$ cat config.mk
export PLATFORM = sky130hd
export DESIGN_NAME = uart_rx
export DESIGN_NICKNAME = d
export VERILOG_FILES = /design/src/rtl/uart_rx.sv
export SDC_FILE = /design/constraint.sdc
export NUM_CORES = 1
export LEC_CHECK = 0
export ABC_AREA = 1
export CELL_PAD_IN_SITES_DETAIL_PLACEMENT = 1
export CELL_PAD_IN_SITES_GLOBAL_PLACEMENT = 2
export CORE_ASPECT_RATIO = 0.8
export CORE_MARGIN = 2
export CORE_UTILIZATION = 36
export DETAILED_ROUTE_END_ITERATION = 8
export PLACE_DENSITY = 0.86
export SETUP_SLACK_MARGIN = 0.15
export SKIP_LAST_GASP = 1
export SYNTH_ARGS = -nofsm -noshare
export SYNTH_HDL_FRONTEND = slang
export SYNTH_SLANG_ARGS = --single-unit
$ cat constraint.sdc
create_clock -name CLK -period 1.85 [get_ports CLK]
set_input_delay 0.555 -clock CLK [delete_from_list [all_inputs] [get_ports CLK]]
set_output_delay 0.555 -clock CLK [all_outputs]
set_load 0.005 [all_outputs]
$ cat src/rtl/uart_rx.sv
// uart_rx: 8N1 serial receiver with start-glitch rejection and sticky framing error.
// Optional even parity (11-bit frames) when UART_RX_PARITY_EN is defined.
module uart_rx #(
    parameter int CLKS_PER_BIT = 5208,
    parameter int SYNC_STAGES  = 2
) (
    input  logic       CLK,
    input  logic       reset,
    input  logic       Rx,
    output logic [7:0] rx_byte,
    output logic       byte_valid,
    output logic       rx_busy,
`ifdef UART_RX_PARITY_EN
    output logic       parity_err,
`endif
    output logic       frame_err
);

    localparam int CW = $clog2(CLKS_PER_BIT);
    localparam logic [CW-1:0] HALF = CW'(CLKS_PER_BIT / 2 - 1);
    localparam logic [CW-1:0] FULL = CW'(CLKS_PER_BIT - 1);

`ifdef UART_RX_PARITY_EN
    typedef enum logic [2:0] {
        IDLE, START, DATA, PARITY, STOP, BREAK
    } state_t;
`else
    typedef enum logic [2:0] {
        IDLE, START, DATA, STOP, BREAK
    } state_t;
`endif

    state_t                 state, state_n;
    logic [SYNC_STAGES-1:0] sync_q;
    logic                   rx_s;
    logic [CW-1:0]          cnt;
    logic [2:0]             bit_idx;
    logic [7:0]             shreg;
    logic                   take_bit;
    logic                   stop_ok;
    logic                   stop_bad;
`ifdef UART_RX_PARITY_EN
    logic                   take_par;
    logic                   par_q;
`endif

    assign rx_s    = sync_q[SYNC_STAGES-1];
    assign rx_busy = (state != IDLE);

    // Rx synchronizer; resets to the idle-high level
    always_ff @(posedge CLK or negedge reset) begin
        if (!reset) sync_q <= '1;
        else        sync_q <= {sync_q[SYNC_STAGES-2:0], Rx};
    end

    // State register plus baud counter, cleared on every transition
    always_ff @(posedge CLK or negedge reset) begin
        if (!reset) begin
            state <= IDLE;
            cnt   <= '0;
        end else begin
            state <= state_n;
            cnt   <= (state_n != state) ? '0 : cnt + CW'(1);
        end
    end

    // Next-state logic and sample strobes at bit centres
    always_comb begin
        state_n  = state;
        take_bit = 1'b0;
        stop_ok  = 1'b0;
        stop_bad = 1'b0;
`ifdef UART_RX_PARITY_EN
        take_par = 1'b0;
`endif
        unique case (state)
            IDLE: begin
                if (!rx_s) state_n = START;
            end
            START: begin
                if (cnt == HALF) state_n = rx_s ? IDLE : DATA;
            end
            DATA: begin
                if (cnt == FULL) begin
                    take_bit = 1'b1;
`ifdef UART_RX_PARITY_EN
                    if (bit_idx == 3'd7) state_n = PARITY;
`else
                    if (bit_idx == 3'd7) state_n = STOP;
`endif
                end
            end
`ifdef UART_RX_PARITY_EN
            PARITY: begin
                if (cnt == FULL) begin
                    take_par = 1'b1;
                    state_n  = STOP;
                end
            end
`endif
            STOP: begin
                if (cnt == FULL) begin
                    stop_ok  = rx_s;
                    stop_bad = !rx_s;
                    state_n  = rx_s ? IDLE : BREAK;
                end
            end
            BREAK: begin
                if (rx_s) state_n = IDLE;
            end
            default: state_n = IDLE;
        endcase
    end

    // Data path: shift in LSB first, index the bits
    always_ff @(posedge CLK or negedge reset) begin
        if (!reset) begin
            shreg   <= '0;
            bit_idx <= '0;
        end else if (state_n == START && state == IDLE) begin
            bit_idx <= '0;
        end else if (take_bit) begin
            shreg   <= {rx_s, shreg[7:1]};
            bit_idx <= bit_idx + 3'd1;
        end
    end

`ifdef UART_RX_PARITY_EN
    // Capture the received parity bit for the check at stop time
    always_ff @(posedge CLK or negedge reset) begin
        if (!reset)        par_q <= 1'b0;
        else if (take_par) par_q <= rx_s;
    end

    // Parity flag updates together with the byte delivery
    always_ff @(posedge CLK or negedge reset) begin
        if (!reset)       parity_err <= 1'b0;
        else if (stop_ok) parity_err <= ^{shreg, par_q};
    end
`endif

    // Output byte, one-cycle valid pulse and sticky framing error
    always_ff @(posedge CLK or negedge reset) begin
        if (!reset) begin
            rx_byte    <= '0;
            byte_valid <= 1'b0;
            frame_err  <= 1'b0;
        end else begin
            byte_valid <= stop_ok;
            if (stop_ok) begin
                rx_byte   <= shreg;
                frame_err <= 1'b0;
            end else if (stop_bad) begin
                frame_err <= 1'b1;
            end
        end
    end

endmodule

==> results of run 1 <==
critical path, cell delays in order, from the launching register on:
cell       delay (ps)
dfrtp_1           410
buf_6             140
buf_4             140
nor3_4            180
nand4_1           160
nand3_2           120
nand2_1            50
nand2_1            70
nand2_2           100
clkbuf_16         180
nor2_2             80
sequential cells by signal, indices dropped and copies added (netlist names):
signal,flops
cnt,13
rx_byte,8
shreg,8
bit_idx,3
state,3
sync_q,2
byte_valid,1
frame_err,1
repair_timing:
item	4_1_cts	5_1_grt
buffers inserted	10	9
gates resized for setup	19	30
gates cloned	0	1
endpoints found under the setup margin	32	22
pin swaps	3	12
final cells by class:
| cell class | count | share of cell area [%] |
|---|---|---|
| Sequential cell | 39 | 39.31 |
| Multi-Input combinational cell | 134 | 35.11 |
| Timing Repair Buffer | 38 | 13.64 |
| Inverter | 30 | 4.695 |
| Clock buffer | 7 | 3.846 |
| Tap cell | 62 | 3.097 |
| Clock inverter | 1 | 0.2997 |
per-stage QoR:
step	hold slack, ps	power (mW)	instance area (um^2)	instances	utilization [%]
after global placement	346.9	0.9020	2148	283	42.42
final	189.3	1.539	2505	311	49.46
after detailed placement	348.2	0.9023	2148	283	42.42
after floorplan	259.4	0.8758	1917	207	-
after global routing	199.5	1.603	2505	311	49.46
after CTS	190.9	1.560	2338	301	46.17
worst max path at each step:
| stage | startpoint | end | slack, ps |
|---|---|---|---|
| 3_3_place_gp | cnt[0] | cnt[12] | 120 |
| 4_1_cts | state[0] | rx_busy | 110 |
| 2_1_floorplan | cnt[0] | cnt[2] | 260 |
| 5_1_grt | state[0] | cnt[11] | 8 |
| 6_report | state[0] | cnt[11] | 140 |
| 3_5_place_dp | cnt[0] | cnt[12] | 60 |
synthesized netlist by cell type:
| cell type | count |
|---|---|
| inv_2 | 6 |
| o211ai_1 | 1 |
| nand3b_1 | 1 |
| o21ai_0 | 9 |
| a21oi_4 | 1 |
| nand2_1 | 44 |
| clkbuf_1 | 1 |
| buf_4 | 1 |
| nand3_1 | 6 |
| nor4_1 | 1 |
| nor3_4 | 1 |
| ha_1 | 3 |
| dfrtp_1 | 37 |
| a21oi_1 | 1 |
| buf_6 | 2 |
| xor2_1 | 9 |
| nor3_1 | 4 |
| a22o_1 | 2 |
| nor4_2 | 1 |
| inv_1 | 24 |
| xnor2_1 | 1 |
| nor2_4 | 2 |
| nand4_1 | 5 |
| nand3_2 | 1 |
| o31ai_1 | 1 |
| or2_1 | 1 |
| and3_1 | 1 |
| nand3_4 | 1 |
| nor2_2 | 13 |
| dfstp_2 | 2 |
| nor2_1 | 14 |
| nand2_2 | 2 |
| o21ai_2 | 8 |
where the power goes:
part / internal, mW / total (mW) / leakage, nW / switching, mW
clock: 0.339 / 0.655 / 0.0505 / 0.316
sequential: 0.855 / 0.857 / 0.518 / 0.00112
combinational: 0.00721 / 0.0270 / 0.579 / 0.0197
routing by layer:
layer  routed length [um]  GRT usage, %
met4                   78         6.349
met1                 2245         22.46
met3                  102         3.929
met2                 1907         21.79
met5                    0             0
logic make-up after synthesis:
| family | share of synthesized area (%) |
|---|---|
| fa+ha+maj | 1.958 |
| buf+inv | 7.637 |
| xor+xnor | 4.570 |
| flops | 51.04 |
| compound gates | 8.812 |
| simple gates | 25.98 |
==> results_dict.tcl, run 1 <==
set metrics [dict create \
    die_area_um2 5928 \
    final_antenna_net_count 0 \
    grt_max_degree 23 \
    hold_path.class "primary input to async pin" \
    max-cap-violations 0 \
    diodes 0 \
    fmax_ghz 0.5845 \
    dpl_worst_slack_ps 61.80 \
    min_period_ps 1711 \
    num_rows 23 \
    layout_commonest_cell "nand2_1" \
    synthesis.nets 213 \
    drive_above_1_share_pct 39.36 \
    die_w_um 85.58 \
    start_util_pct 37.85 \
    track_usage_pct 15.45 \
    core_um2 5065 \
    clock_skew_ps 4.114 \
    mostFrequentLayoutCells "nand2_1, dfrtp_1, buf_4, inv_1, nor2_2" \
    antenna_found_initial 0 \
    hold_buffers 0 \
    regArea_um2 984.7 \
    worstSetupStartpointType "flip-flop" \
    num_vias 1489 \
    gp_congestion 0.7897 \
    grt_pass1_wl_um 7003 \
    clk_path_buf_depth 2 \
    critical_path_class "flip-flop to flip-flop" \
    crit_fanout 6 \
    tightest_slew_ps 432.9 \
    die_h_um 69.27 \
    slew_violations 0 \
    crit_required_ps 2080 \
    worst_slew_margin_rel_pct 71.14 \
    fill_cells 571 \
    netlist_instances 207 \
    clk_latency_ps 300 \
    io_buffers 13 \
    leakage_nw 1.147 \
    root_buffer "clkbuf_8" \
    ir_drop_v 0.0004622 \
    setup_tns_ps 0 \
    r2r_cells 10 \
    dr.pass1.iters 4 \
    yosysWarnings 0 \
    synthToLayoutAreaGrowth_pct 30.68 \
    reg2reg_to "cnt[11]" \
    dpl.hpwl_um 3033 \
    yosys.area.top_type "dfrtp_1" \
    drt_iter0_markers 45 \
    wl_per_cell_um 13.93 \
    cts_tree "yes" \
    synth-seq-area-share_pct 51.04 \
    htree_levels 2 \
    ys_top_cells_by_area "dfrtp_1, nand2_1, inv_1" \
    r2r_start "state[0]" \
    ff2ff_setup_slack_ps 140 \
    outcome "finished, final reports clean" \
    hold_viol_final 0 \
    worstPathArrival_ps 1940 \
    syn_avg_cell_area_um2 9.260 \
    clkTransAtPathRegs_ps 80 \
    io_pins 14 \
    drc 0 \
    p_per_area_nw_per_um2 614.2 \
    synth-seq-cells 39 \
    fin_crit_sh_pct 92.48 \
    setup_viol 0 \
    routed_via_density 4.788 \
    fin_ws_ps 139.2 \
    grt_pass1_vias 1432 \
    syn_area_um2 1917 \
    numClockSinks 39 \
    wl_um 4333 \
    cts-buffers-inserted 5 \
    grt_overflow_total 0 \
    cp-end-kind "flip-flop" \
    multi_input_area_um2 879.6 \
    synth_top_area_share_pct 48.30 \
    nets 254 \
    rsz0062_at_grt "yes" \
    yosysUniqueCellTypes 33 \
]
Power figures use the tool's default switching activity.
==> inputs of run 2 (changes only) <==
CORE_MARGIN = 1.5   (was 2)
HOLD_SLACK_MARGIN = 0.03   (was default)
SETUP_SLACK_MARGIN = default   (was 0.15)
==> run 2 against run 1 <==
Global-route usage rose by 0.35 points. Cell area fell by 9.5%. Total power fell by 6.5%. Highest routed layer unchanged.
==> results_dict.tcl, run 2 (synthesis results as in run 1) <==
set metrics [dict create \
    slowest_delay_ps 510 \
    wl_per_cell_um 12.94 \
    rsz0062_at_grt "no" \
    slew_violations 0 \
    cts-buffers-inserted 5 \
    crit_required_ps 1290 \
    drt_iter0_markers 58 \
    min_period_ps 1720 \
    die_area_um2 5774 \
    nets 237 \
    ir_drop_v 0.0003154 \
    ff2ff_setup_slack_ps 170 \
    numClockSinks 39 \
    diodes 0 \
    wl_um 3804 \
    synthToLayoutAreaGrowth_pct 18.28 \
    regMostFlops "cnt" \
    die_w_um 84.58 \
    cts_tree "yes" \
    io_buffers 13 \
    start_util_pct 37.85 \
    largest_register_ffs 13 \
    io_pins 14 \
    hold_viol_final 0 \
    reg2reg_to "cnt[1]" \
    antenna_found_initial 0 \
    r2r_cells 11 \
    dpl.hpwl_um 2849 \
    clk_latency_ps 290 \
    track_usage_pct 15.80 \
    p_per_area_nw_per_um2 634.4 \
    largestRegisters "cnt (13), rx_byte (8), shreg (8)" \
    leakage_nw 0.9935 \
    fin_crit_sh_pct 92.99 \
    cp-end-kind "primary output" \
    drc 0 \
    fill_cells 599 \
    r2r_start "cnt[5]" \
    crit_path_top_delay_cell "clkdlybuf4s50_1" \
    cp_cell_sequence "clkdlybuf4s50_1" \
    final_antenna_net_count 0 \
    root_buffer "clkbuf_8" \
    outcome "finished, final reports clean" \
    setup_tns_ps 0 \
    num_rows 23 \
    core_um2 5065 \
    critical_path_class "flip-flop to primary output" \
    fmax_ghz 0.5813 \
    grt_max_degree 26 \
    num_vias 1341 \
    hold_buffers 0 \
    dpl_worst_slack_ps 122.4 \
    clkTransAtPathRegs_ps 70 \
    dr.pass1.iters 4 \
    mostFrequentLayoutCells "nand2_1, dfrtp_1, inv_1, nor2_2" \
    tightest_slew_ps 396.4 \
    setup_viol 0 \
    crit_fanout 2 \
    htree_levels 2 \
    die_h_um 68.27 \
    routed_via_density 4.561 \
    grt_pass1_wl_um 6886 \
    layout_commonest_cell "nand2_1" \
    hold_path.class "primary input to async pin" \
    drive_above_1_share_pct 25.86 \
    clk_path_buf_depth 2 \
    gp_congestion 0.7887 \
    fin_ws_ps 129.7 \
    grt_pass1_vias 1390 \
    critPathTopFamily "buffers and inverters" \
    clock_skew_ps 4.427 \
    worstSetupStartpointType "flip-flop" \
    worstPathArrival_ps 1170 \
    worst_slew_margin_rel_pct 73.35 \
    max-cap-violations 0 \
    cp_num_buf_inv 1 \
    grt_overflow_total 0 \
]
-- run 2: changes by cell type in the layout (fill, tap and decap cells not counted), sizes merged --
cell / delta
clkdlybuf4s50: +10
buf: -16
clkinvlp: -1
dlygate4sd2: -9
clkbuf: -4
clkinv: +3
-- run 2: area by class of cell --
type,instances,area (um^2),share of cell area (%)
clock buffers,5,68.82,3.035
clock inverters,3,15.01,0.6623
inverters,30,115.1,5.077
multi-input cells,134,802.0,35.38
flip-flops and latches,39,979.7,43.21
well taps,62,77.57,3.422
repair buffers,21,209.0,9.216
-- run 2: report_power, final --
part | switching [mW] | leakage, nW | internal, mW | total (mW)
sequential | 0.00118 | 0.522 | 0.856 | 0.857
clock | 0.296 | 0.0477 | 0.258 | 0.554
combinational | 0.0198 | 0.424 | 0.00724 | 0.0270
total | 0.317 | 0.993 | 1.12 | 1.44
-- run 2: per-stage QoR --
step	util [%]	hold WS (ps)	cells	area [um^2]	power [mW]
global route	44.76	174.0	294	2267	1.520
CTS	44.57	167.8	294	2257	1.471
detailed placement	42.56	350.1	284	2156	0.9028
finish	44.76	169.3	294	2267	1.438
global placement	42.56	347.3	284	2156	0.9023
floorplan	-	259.4	207	1917	0.8758
-- run 2: worst max-delay path by stage --
| stage | start | cells past startpoint | to | slack [ps] |
|---|---|---|---|---|
| 6_report | frame_err | 1 | frame_err | 130 |
| 5_1_grt | cnt[0] | 12 | cnt[12] | 3 |
| 4_1_cts | frame_err | 1 | frame_err | 110 |
| 3_5_place_dp | cnt[0] | 11 | cnt[1] | 120 |
| 3_3_place_gp | state[2] | 3 | rx_busy | 140 |
| 2_1_floorplan | cnt[0] | 11 | cnt[2] | 260 |
-- run 2: timing repair --
| action | 4_1_cts | 5_1_grt |
|---|---|---|
| gates resized for setup | 3 | 5 |
| pin swaps | 0 | 3 |
| setup endpoints to repair | 1 | 21 |
| setup buffers | 2 | 0 |
-- run 2: per-layer routing --
metal | vias to the layer above | wire (um) | GRT usage [%]
li1 | 699 | - | -
met2 | 14 | 1515 | 21.23
met3 | 2 | 129 | 4.946
met4 | 0 | 41 | 6.855
met1 | 626 | 2117 | 23.07
met5 | - | 0 | 0
==> inputs of run 3 (changes only) <==
CORE_MARGIN = 1   (was 1.5)
CTS_CLUSTER_SIZE = 25   (was default)
==> run 3 against run 2 <==
Total power hardly changed. Worst setup slack worse by 16 ps. Utilization is 0.074 points lower. Register-to-register slack worse by 20 ps. First-iteration DRC count is 22% higher. Critical path depth is 2 higher. Combinational power hardly changed. Non-clock buffer count is 1 lower. Clock skew is 5.0 ps higher. Die area is 2.6% lower. Final cell count stayed put. Sequential share of layout area is 0.072 points higher. Critical path type unchanged. Largest cell class unchanged. Highest routed layer unchanged.
==> results_dict.tcl, run 3 (synthesis results as in run 1) <==
set metrics [dict create \
    grt_overflow_total 0 \
    crit_path_top_delay_cell "dfrtp_1" \
    io_buffers 13 \
    core_um2 5065 \
    diodes 0 \
    outcome "finished, final reports clean" \
    track_usage_pct 15.58 \
    mostFrequentLayoutCells "nand2_1, dfrtp_1, inv_1, nor2_2, nor2_1" \
    clock_skew_ps 9.391 \
    io_pins 14 \
    clkTransAtPathRegs_ps 70 \
    num_vias 1390 \
    power_frac_seq_pct 59.6 \
    ir_drop_v 0.0004471 \
    grt_max_degree 25 \
    largestRegisters "cnt (13), rx_byte (8), shreg (8)" \
    crit_required_ps 1290 \
    worst_slew_margin_rel_pct 73.72 \
    antenna_found_initial 0 \
    final_antenna_net_count 0 \
    dpl.hpwl_um 2861 \
    layout_commonest_cell "nand2_1" \
    worstSetupStartpointType "flip-flop" \
    wl_um 3965 \
    fmax_ghz 0.5759 \
    p_switching_mw 0.3091 \
    clk_latency_ps 290 \
    largest_register_ffs 13 \
    max-cap-violations 0 \
    grt_pass1_vias 1341 \
    hold_viol_final 0 \
    tightest_slew_ps 391.0 \
    die_h_um 67.27 \
    wl_per_cell_um 13.49 \
    setup_viol 0 \
    clk_path_buf_depth 2 \
    slew_violations 0 \
    routed_via_density 4.728 \
    crit_fanout 2 \
    worstPathArrival_ps 1180 \
    drive_above_1_share_pct 24.57 \
    drt_iter0_markers 71 \
    rsz0062_at_grt "yes" \
    num_rows 23 \
    hold_slack_ps 187.9 \
    total_power_mw 1.437 \
    root_buffer "clkbuf_8" \
    p_sw_share_pct 21.51 \
    p_per_area_nw_per_um2 634.9 \
    hold_buffers 0 \
    drc 0 \
    critical_path_class "flip-flop to primary output" \
    dr.pass1.iters 4 \
    cts-buffers-inserted 5 \
    min_period_ps 1736 \
    p_comb_share_pct 1.9 \
    internal-power_mw 1.128 \
    synthToLayoutAreaGrowth_pct 18.08 \
    grt_pass1_wl_um 6630 \
    die_area_um2 5622 \
    cp-end-kind "primary output" \
    leakage_nw 0.9943 \
    numClockSinks 39 \
    die_w_um 83.58 \
    slowest_delay_ps 410 \
    nets 237 \
    htree_levels 2 \
    hold_path.class "primary input to async pin" \
    start_util_pct 37.85 \
    power_frac_clock_pct 38.5 \
    gp_congestion 0.7945 \
    regMostFlops "cnt" \
    fill_cells 596 \
    fin_util_pct 44.69 \
    fin_crit_sh_pct 93.86 \
    cts_tree "yes" \
    cp_cell_sequence "nor2_1 -> nand2_1 -> dlygate4sd2_1" \
]
run 3: stage by stage:
stage | setup WS, ps | setup TNS [ps] | std cells | cell area (um^2)
3_3_place_gp | 97.61 | 0 | 283 | 2136
4_1_cts | 84.45 | 0 | 293 | 2237
5_1_grt | -15.22 | -15.22 | 294 | 2263
2_1_floorplan | 263.9 | 0 | 207 | 1917
6_report | 113.6 | 0 | 294 | 2263
3_5_place_dp | 24.69 | 0 | 283 | 2136
run 3: critical path: cells and delay by family, from the launching register on:
family | cells | cell delay (ps)
buffers and inverters | 1 | 260
and+or+nand+nor | 2 | 220
DFF | 1 | 410
run 3: path summary, 6_finish.rpt:
kind | slack, ps | cells past startpoint | endpoint | startpoint
max | 110 | 3 | rx_busy | state[0]
min | 190 | 1 | cnt[10] | reset
max reg2reg | 150 | 9 | cnt[12] | cnt[0]
min reg2reg | 360 | 0 | sync_q[1] | sync_q[0]
max in group asynchronous | 1130 | 2 | sync_q[0] | reset
min in group CLK | 360 | 0 | sync_q[1] | sync_q[0]
run 3: layout make-up:
class | count | area, um^2 | share of cell area, %
clock inverters | 1 | 5.005 | 0.2211
well taps | 62 | 77.57 | 3.427
repair buffers | 20 | 188.9 | 8.347
inverters | 30 | 115.1 | 5.086
clock buffers | 7 | 76.32 | 3.372
flip-flops and latches | 39 | 979.7 | 43.28
multi-input cells | 135 | 820.8 | 36.26
run 3: routing by layer:
metal  vias to the layer above  track usage, %  part of all wire, %
met5                         -               0                    0
met4                         0           7.627                  1.7
met3                         4           3.667                  2.4
met2                        14           21.95                   41
met1                       673           22.41                   55
li1                        699               -                    -
run 3: what timing repair did:
action,in CTS,in global routing
gates resized for setup,3,7
buffers inserted,2,0
pin swaps,1,1
endpoints found under the setup margin,4,16
gates cloned,0,1
run 3: power groups by stage:
stage / registers [mW] / logic (mW) / clock network [mW]
after floorplan: 0.874 / 0.00225 / 0
final: 0.857 / 0.0272 / 0.553
after global placement: 0.874 / 0.0288 / 0
after CTS: 0.857 / 0.0292 / 0.573
after global routing: 0.857 / 0.0319 / 0.605
after detailed placement: 0.874 / 0.0293 / 0
